[src/rtl/f8_mem_arbiter.sv]
// f8_mem_arbiter: shares one single-port data RAM between the f8 core (C) and a DMA/debug master (D)
module f8_mem_arbiter #(
    parameter int                    ADDR_WIDTH = 16,
    parameter int                    DATA_WIDTH = 8,
    parameter logic [ADDR_WIDTH-1:0] MEM_BASE   = 16'h2000,
    parameter logic [ADDR_WIDTH-1:0] MEM_SIZE   = 16'h0800,
    parameter int                    MAX_WAIT   = 3
) (
    input  logic                          clk,
    input  logic                          power_on_reset_n,
    input  logic                          c_req,
    input  logic                          c_we,
    input  logic [ADDR_WIDTH-1:0]         c_addr,
    input  logic [DATA_WIDTH-1:0]         c_wdata,
    output logic                          c_gnt,
    output logic                          c_rvalid,
    output logic [DATA_WIDTH-1:0]         c_rdata,
    input  logic                          d_req,
    input  logic                          d_we,
    input  logic [ADDR_WIDTH-1:0]         d_addr,
    input  logic [DATA_WIDTH-1:0]         d_wdata,
    output logic                          d_gnt,
    output logic                          d_rvalid,
    output logic [DATA_WIDTH-1:0]         d_rdata,
    output logic                          mem_en,
    output logic                          mem_we,
    output logic [$clog2(MEM_SIZE)-1:0]   mem_addr,
    output logic [DATA_WIDTH-1:0]         mem_wdata,
    input  logic [DATA_WIDTH-1:0]         mem_rdata,
    output logic                          trap
);
    localparam int MW = $clog2(MEM_SIZE);
    localparam logic [3:0] MAXW = 4'(MAX_WAIT);
    localparam logic [ADDR_WIDTH:0] MEM_END = {1'b0, MEM_BASE} + {1'b0, MEM_SIZE};

    typedef enum logic [1:0] {SEL_NONE, SEL_C, SEL_D} sel_t;

    sel_t                  rsel;
    logic [3:0]            wait_cnt;
    logic                  r_oor;
    logic [DATA_WIDTH-1:0] c_rdata_q;
    logic [DATA_WIDTH-1:0] d_rdata_q;
    logic [DATA_WIDTH-1:0] wdata_q;
    logic [MW-1:0]         addr_q;
    logic [ADDR_WIDTH-1:0] g_addr;
    logic [DATA_WIDTH-1:0] g_wdata;
    logic                  g_we;
    logic                  any_gnt;
    logic                  in_range;
    logic                  acc_ok;

    assign d_gnt    = power_on_reset_n && d_req && (!c_req || wait_cnt == MAXW);
    assign c_gnt    = power_on_reset_n && c_req && !d_gnt;
    assign any_gnt  = c_gnt || d_gnt;
    assign g_addr   = d_gnt ? d_addr : c_addr;
    assign g_we     = d_gnt ? d_we : c_we;
    assign g_wdata  = d_gnt ? d_wdata : c_wdata;
    assign in_range = (g_addr >= MEM_BASE) && ({1'b0, g_addr} < MEM_END);
    assign acc_ok   = any_gnt && in_range;

    assign mem_en    = acc_ok;
    assign mem_we    = acc_ok && g_we;
    assign mem_addr  = acc_ok ? MW'(g_addr - MEM_BASE) : addr_q;
    assign mem_wdata = acc_ok ? g_wdata : wdata_q;

    assign c_rvalid = rsel == SEL_C;
    assign d_rvalid = rsel == SEL_D;
    assign c_rdata  = c_rvalid ? (r_oor ? '0 : mem_rdata) : c_rdata_q;
    assign d_rdata  = d_rvalid ? (r_oor ? '0 : mem_rdata) : d_rdata_q;

    // Arbitration history, read-return owner, held read data and the sticky trap
    always_ff @(posedge clk) begin
        if (!power_on_reset_n) begin
            wait_cnt  <= '0;
            rsel      <= SEL_NONE;
            r_oor     <= 1'b0;
            c_rdata_q <= '0;
            d_rdata_q <= '0;
            trap      <= 1'b0;
        end else begin
            wait_cnt  <= d_gnt ? 4'd0 : (d_req && wait_cnt != MAXW) ? wait_cnt + 4'd1 : wait_cnt;
            rsel      <= (any_gnt && !g_we) ? (d_gnt ? SEL_D : SEL_C) : SEL_NONE;
            r_oor     <= !in_range;
            c_rdata_q <= c_rdata;
            d_rdata_q <= d_rdata;
            trap      <= trap || (any_gnt && !in_range);
        end
    end

    // RAM address and write data hold their last driven value while no access is issued
    always_ff @(posedge clk) begin
        addr_q  <= mem_addr;
        wdata_q <= mem_wdata;
    end
endmodule
[config.mk]
export PLATFORM = sky130hd
export DESIGN_NAME = f8_mem_arbiter
export DESIGN_NICKNAME = d
export VERILOG_FILES = /design/src/rtl/f8_mem_arbiter.sv
export SDC_FILE = /design/constraint.sdc
export NUM_CORES = 1
export LEC_CHECK = 0
export CORE_AREA = 2 2 73 75
export CTS_BUF_LIST = sky130_fd_sc_hd__clkbuf_2
export CTS_CLUSTER_DIAMETER = 200
export CTS_CLUSTER_SIZE = 14
export DETAILED_ROUTE_END_ITERATION = 12
export DIE_AREA = 0 0 75 77
export PLACE_DENSITY = 0.9
export SYNTH_ARGS = -nofsm -noshare
export SYNTH_HDL_FRONTEND = slang
export SYNTH_SLANG_ARGS = --single-unit
[constraint.sdc]
create_clock -name clk -period 6.22 [get_ports clk]
set_input_delay 0.933 -clock clk [delete_from_list [all_inputs] [get_ports clk]]
set_output_delay 0.933 -clock clk [all_outputs]
set_load 0.03 [all_outputs]
# ---- Yosys cells after proc, flatten, opt, wreduce, memory -nomap -nowiden
# Cells that the tools add are included.
dict set report word_totals {
  reg_bits 43
  latch_bits 0
  ram_bits 0
  mem_bits_ro 0
  in_bits 62
  n_memories 0
}
dict set report op_classes {
  add_sub_neg 2
  n_mul 0
  div_mod_pow 0
  n_lt_le_gt_ge 2
  eq_ne 4
  shifts 0
  muxes 9
  n_bitwise 1
  reduce_logical 19
}
# op count
set ops {}
lappend ops {{8-bit 2-to-1 mux} 5}
lappend ops {{16-bit by 14-bit >= comparator with 1-bit output (second input constant)} 1}
lappend ops {{16-bit by 14-bit < comparator with 1-bit output (second input constant)} 1}
lappend ops {{16-bit 2-to-1 mux} 1}
lappend ops {{11-bit 2-to-1 mux} 1}
lappend ops {{11-bit by 1-bit subtractor with 11-bit output (second input constant)} 1}
lappend ops {{1-bit logical AND} 10}
lappend ops {{4-bit by 1-bit adder with 4-bit output (second input constant)} 1}
lappend ops {{4-bit by 2-bit == test with 1-bit output (second input constant)} 1}
lappend ops {{1-bit logical NOT} 4}
lappend ops {{4-bit by 2-bit inequality test with 1-bit output (second input constant)} 1}
lappend ops {{1-bit logical OR} 3}
lappend ops {{2-bit by 1-bit == test with 1-bit output (second input constant)} 1}
lappend ops {{2-bit == test (second input constant)} 1}
lappend ops {{2-bit 2-to-1 mux} 1}
lappend ops {{2-bit AND reduction} 1}
lappend ops {{2-bit OR reduction} 1}
lappend ops {{1-bit 2-to-1 mux} 1}
lappend ops {{1-bit inverter} 1}

# ---- Logic depth before layout (Yosys ltp)
dict set report logic_depth {
  ltp_word 9
  mapped_depth 8
  mapped_depth_nobuf 6
}

# ---- Least setup slack after synthesis
# OpenSTA, ideal clock, no wires.
dict set report synth_timing {
  path_kind {input to output}
  start {input port c_addr[12]}
  end {output port mem_we}
  arrival_ns 2.484
  t_required_ns 5.287
  slack_ns 2.803
  stages 5
  n_path_buf 1
  path_cell_list {nand2b_1 -> nor4bb_1 -> mux2_4 -> buf_6 -> nor3b_1}
}
dict set report synth_between {
  elab_chain_cells 5
  elab_cells_between_ends 6
}
# element line_no
set synth_rtl {}
lappend synth_rtl {{from (decl)} 13} ;# input logic [ADDR_WIDTH-1:0] c_addr,
lappend synth_rtl {{16-bit 2-to-1 mux (*)} 55} ;# assign g_addr = d_gnt ? d_addr : c_addr;
lappend synth_rtl {{16-bit by 14-bit >= comparator with 1-bit output or 16-bit by 14-bit < comparator with 1-bit output (tied branches)} 58} ;# assign in_range = (g_addr >= MEM_BASE) && ({1'b0, g_addr} < MEM_END);
lappend synth_rtl {{1-bit logical AND (*)} 58}
lappend synth_rtl {{1-bit logical AND (*)} 59} ;# assign acc_ok = any_gnt && in_range;
lappend synth_rtl {{net mem_en} 25} ;# output logic mem_en,
lappend synth_rtl {{1-bit logical AND (*)} 62} ;# assign mem_we = acc_ok && g_we;
lappend synth_rtl {{to (decl)} 26} ;# output logic mem_we,
# Mark *: on every way through the listed nets, which the timed path passes. The rest lies on a longest branch.

# ---- Final worst setup path
dict set report layout_timing {
  start {input port power_on_reset_n}
  end {output port mem_we}
}
dict set report layout_between {
  elab_chain_cells 7
  elab_cells_between_ends 13
}
# element line_no
set layout_rtl {}
lappend layout_rtl {{from (decl)} 10} ;# input logic power_on_reset_n,
lappend layout_rtl {{1-bit logical AND (2 in a row)} 52} ;# assign d_gnt = power_on_reset_n && d_req && (!c_req || wait_cnt == MAXW);
lappend layout_rtl {{16-bit 2-to-1 mux or 1-bit logical NOT (tied branches)} {55, 53}}
lappend layout_rtl {{16-bit by 14-bit >= comparator with 1-bit output (tied with other cells)} 58}
lappend layout_rtl {{1-bit logical AND or 1-bit logical OR (tied branches)} {58, 54}}
lappend layout_rtl {{1-bit logical AND} 59}
lappend layout_rtl {{1-bit logical AND (*)} 62}
# Mark *: on every way between the ends. The rest lies on a longest branch, timed or not.

==> results.json <==
{
  "p_int_uw": 558.1,
  "p_sw_uw": 227.2,
  "die_h_um": 77,
  "synth_top_family_by_area": "multiplexers",
  "syn-cell-area_um2": 1948,
  "rsz0062_at_grt": "no",
  "drt_iter0_markers": 107,
  "layout_commonest_cell": "clkdlybuf4s50_1",
  "setup-violations-final": 0,
  "maxCapViolations": 0,
  "syn_area_per_cell_um2": 10.59,
  "num_vias": 1638,
  "die_area_um2": 5775,
  "most-common-layout-cells": "103 x clkdlybuf4s50_1, 43 x dfxtp_1, 20 x nand2_1, 20 x mux2_2, 19 x mux2_4",
  "viasPerCell": 4.588,
  "syn2layout_area_growth_pct": 59.54,
  "clk_latency_ns": 0.40,
  "grt_pass1_vias": 1678,
  "dp_hpwl_um": 3577,
  "busiest_layer": "met2",
  "start_util_pct": 39.14,
  "worst_pin_slew_ns": 0.5923,
  "cts-root-buf": "clkbuf_2",
  "leakagePower_nw": 1.229,
  "worst_ep_arrival_time_ns": 3.76,
  "cp-start-kind": "primary input",
  "grt-ovfl-total": 0,
  "die_x_um": 75,
  "seq_power_share_pct": 40.9,
  "synth_fp_nets": 247,
  "max_freq_mhz": 212.9,
  "fin_skew_ns": 0.02778,
  "synthTopCellsByArea": "dfxtp_1 44%, mux2_4 15%, mux2_2 12%",
  "cts_hold_buf": 0,
  "worstPathMaxFanout": 22,
  "synth_warnings": 0,
  "yosys_register_bits": 43,
  "clockBufferDepth": 2,
  "synthSimpleGateAreaFrac_pct": 17.92,
  "grt_pass1_wl_um": 7659,
  "slew_headroom_pct": 60.39,
  "synthAdderAreaFrac_pct": 0.6423,
  "antenna_found_initial": 0,
  "synth_area_leader_cell": "dfxtp_1",
  "p_clk_share_pct": 25.7,
  "tns_ns": 0,
  "drc_errors": 0,
  "holdWs_ns": 0.4999,
  "switching_share_pct": 28.93,
  "final_nets": 349,
  "n_antenna_cell": 0,
  "postCtsSetupBuffers": 0,
  "coreArea_um2": 4977,
  "final_antenna_net_count": 0,
  "use_met3_pct": 7.622,
  "met2_usage_pct": 27.98,
  "clock-sinks": 43,
  "grt_usage_pct": 17.04,
  "combPwrFrac_pct": 33.4,
  "min_path_cells": 1,
  "cts_tree": "built",
  "worst_r2r_path_depth": 5,
  "io_pins": 104,
  "met1_usage_pct": 19.67,
  "cts_resized": 0,
  "wl_per_cell_um": 12.88,
  "io_buffers": 103,
  "cts_made_buffers": 5,
  "synth-xor-area-share_pct": 1.349,
  "power_density_nw_per_um2": 252.7,
  "core.rowCount": 26,
  "hold_path.class": "flip-flop to flip-flop",
  "grt_max_degree": 25,
  "htree_num_levels": 2,
  "placed_area_um2": 3015,
  "synth_top_area_share_pct": 44.19,
  "cp.required_ns": 5.29,
  "path_class": "primary input to primary output",
  "endpoint_kind": "primary output",
  "drv_slew": 0,
  "muxShareOfSynthArea_pct": 26.72,
  "clk_pin_slew_ns": 0.20,
  "max-vdd-ir-drop_mv": 0.1418,
  "gp_congestion": 0.7245,
  "drt_first_pass_iters": 6,
  "ys_seq_area_share_pct": 44.19,
  "syn_inst": 184,
  "final_util_pct": 62.44,
  "hold_viol": 0,
  "fin_area_um2": 3108,
  "synth_cell_type_count": 26,
  "final.period_utilization_pct": 75.50,
  "synth-compound-area-share_pct": 5.588,
  "nFillCells": 420,
  "routed_wl_um": 4598,
  "fin_crit_ns": 4.696,
  "drive_gt1_share_pct": 17.07,
  "status": "completed"
}
critical path: stages:
cell and delay [ns]:
clkdlybuf4s50_1 0.85, o21a_1 0.24, nor4bb_1 0.28, mux2_4 0.45
nor3b_1 0.28, clkdlybuf4s50_1 0.73
metal layers:
metal / share of wire [%] / wire, um / up-vias
met5: 0 / 0 / -
met4: 1.5 / 69 / 0
met3: 12 / 535 / 9
met2: 45 / 2069 / 81
met1: 42 / 1924 / 723
li1: - / - / 825
worst paths after layout:
| path | startpoint | end | slack [ns] |
|---|---|---|---|
| worst max-delay path | power_on_reset_n | mem_we | 1.52 |
| worst min-delay path | addr_q[10] | addr_q[10] | 0.50 |
| worst max register to register | wait_cnt[0] | wdata_q[7] | 4.05 |
| worst min register to register | addr_q[10] | addr_q[10] | 0.50 |
metrics by stage:
stage               std cells  worst slack [ns]  power [mW]
floorplan                 184             2.803      0.4726
global placement          349             1.534      0.5855
detailed placement        349             1.505      0.5893
CTS                       357             1.492      0.7940
global route              357             1.298      0.8230
finish                    357             1.524      0.7854
synth_stat cells, drive strengths merged:
cell type and number:
mux2 39, nand4 1, nor2 6, ha 1, and3 1, nor3b 1, a21o 1, nand2 20
inv 3, nand2b 12, a21oi 1, o21a 1, buf 5, o21ai 16, nor4bb 1, nor4 2
or3b 1, a22o 1, dfxtp 43, nand3 2, and2 18, clkbuf 4, xor2 3, mux2i 1
layout make-up:
cell class	count	area, um^2	area share, %
clock buffer	5	25.02	0.8052
clock inverter	3	67.56	2.174
sequential	43	860.8	27.70
tap	70	87.58	2.818
timing repair buffer	104	1039	33.41
multi-input combinational	129	1017	32.73
inverter	3	11.26	0.3623
sequential cells by signal, summed over array words and instances, names as in the netlist:
signal,cells
rsel,2
trap,1
addr_q,11
r_oor,1
c_rdata_q,8
wait_cnt,4
d_rdata_q,8
wdata_q,8
kinds of logic (layout without fill, tap and decap cells):
| logic type | after synthesis | in the layout |
|---|---|---|
| fa+ha+maj | 1 | 1 |
| simple gates | 65 | 65 |
| buf+inv | 12 | 115 |
| flops | 43 | 43 |
| mux | 40 | 40 |
| compound gates | 20 | 20 |
| xor+xnor | 3 | 3 |
power by group through the flow:
stage / Clock [mW] / Sequential, mW / Combinational, mW
global placement: 0 / 0.326 / 0.260
CTS: 0.207 / 0.322 / 0.265
global route: 0.219 / 0.326 / 0.278
finish: 0.202 / 0.321 / 0.262
detailed placement: 0 / 0.327 / 0.263
floorplan: 0 / 0.324 / 0.148
No activity file was read; power rests on OpenSTA's default activity.
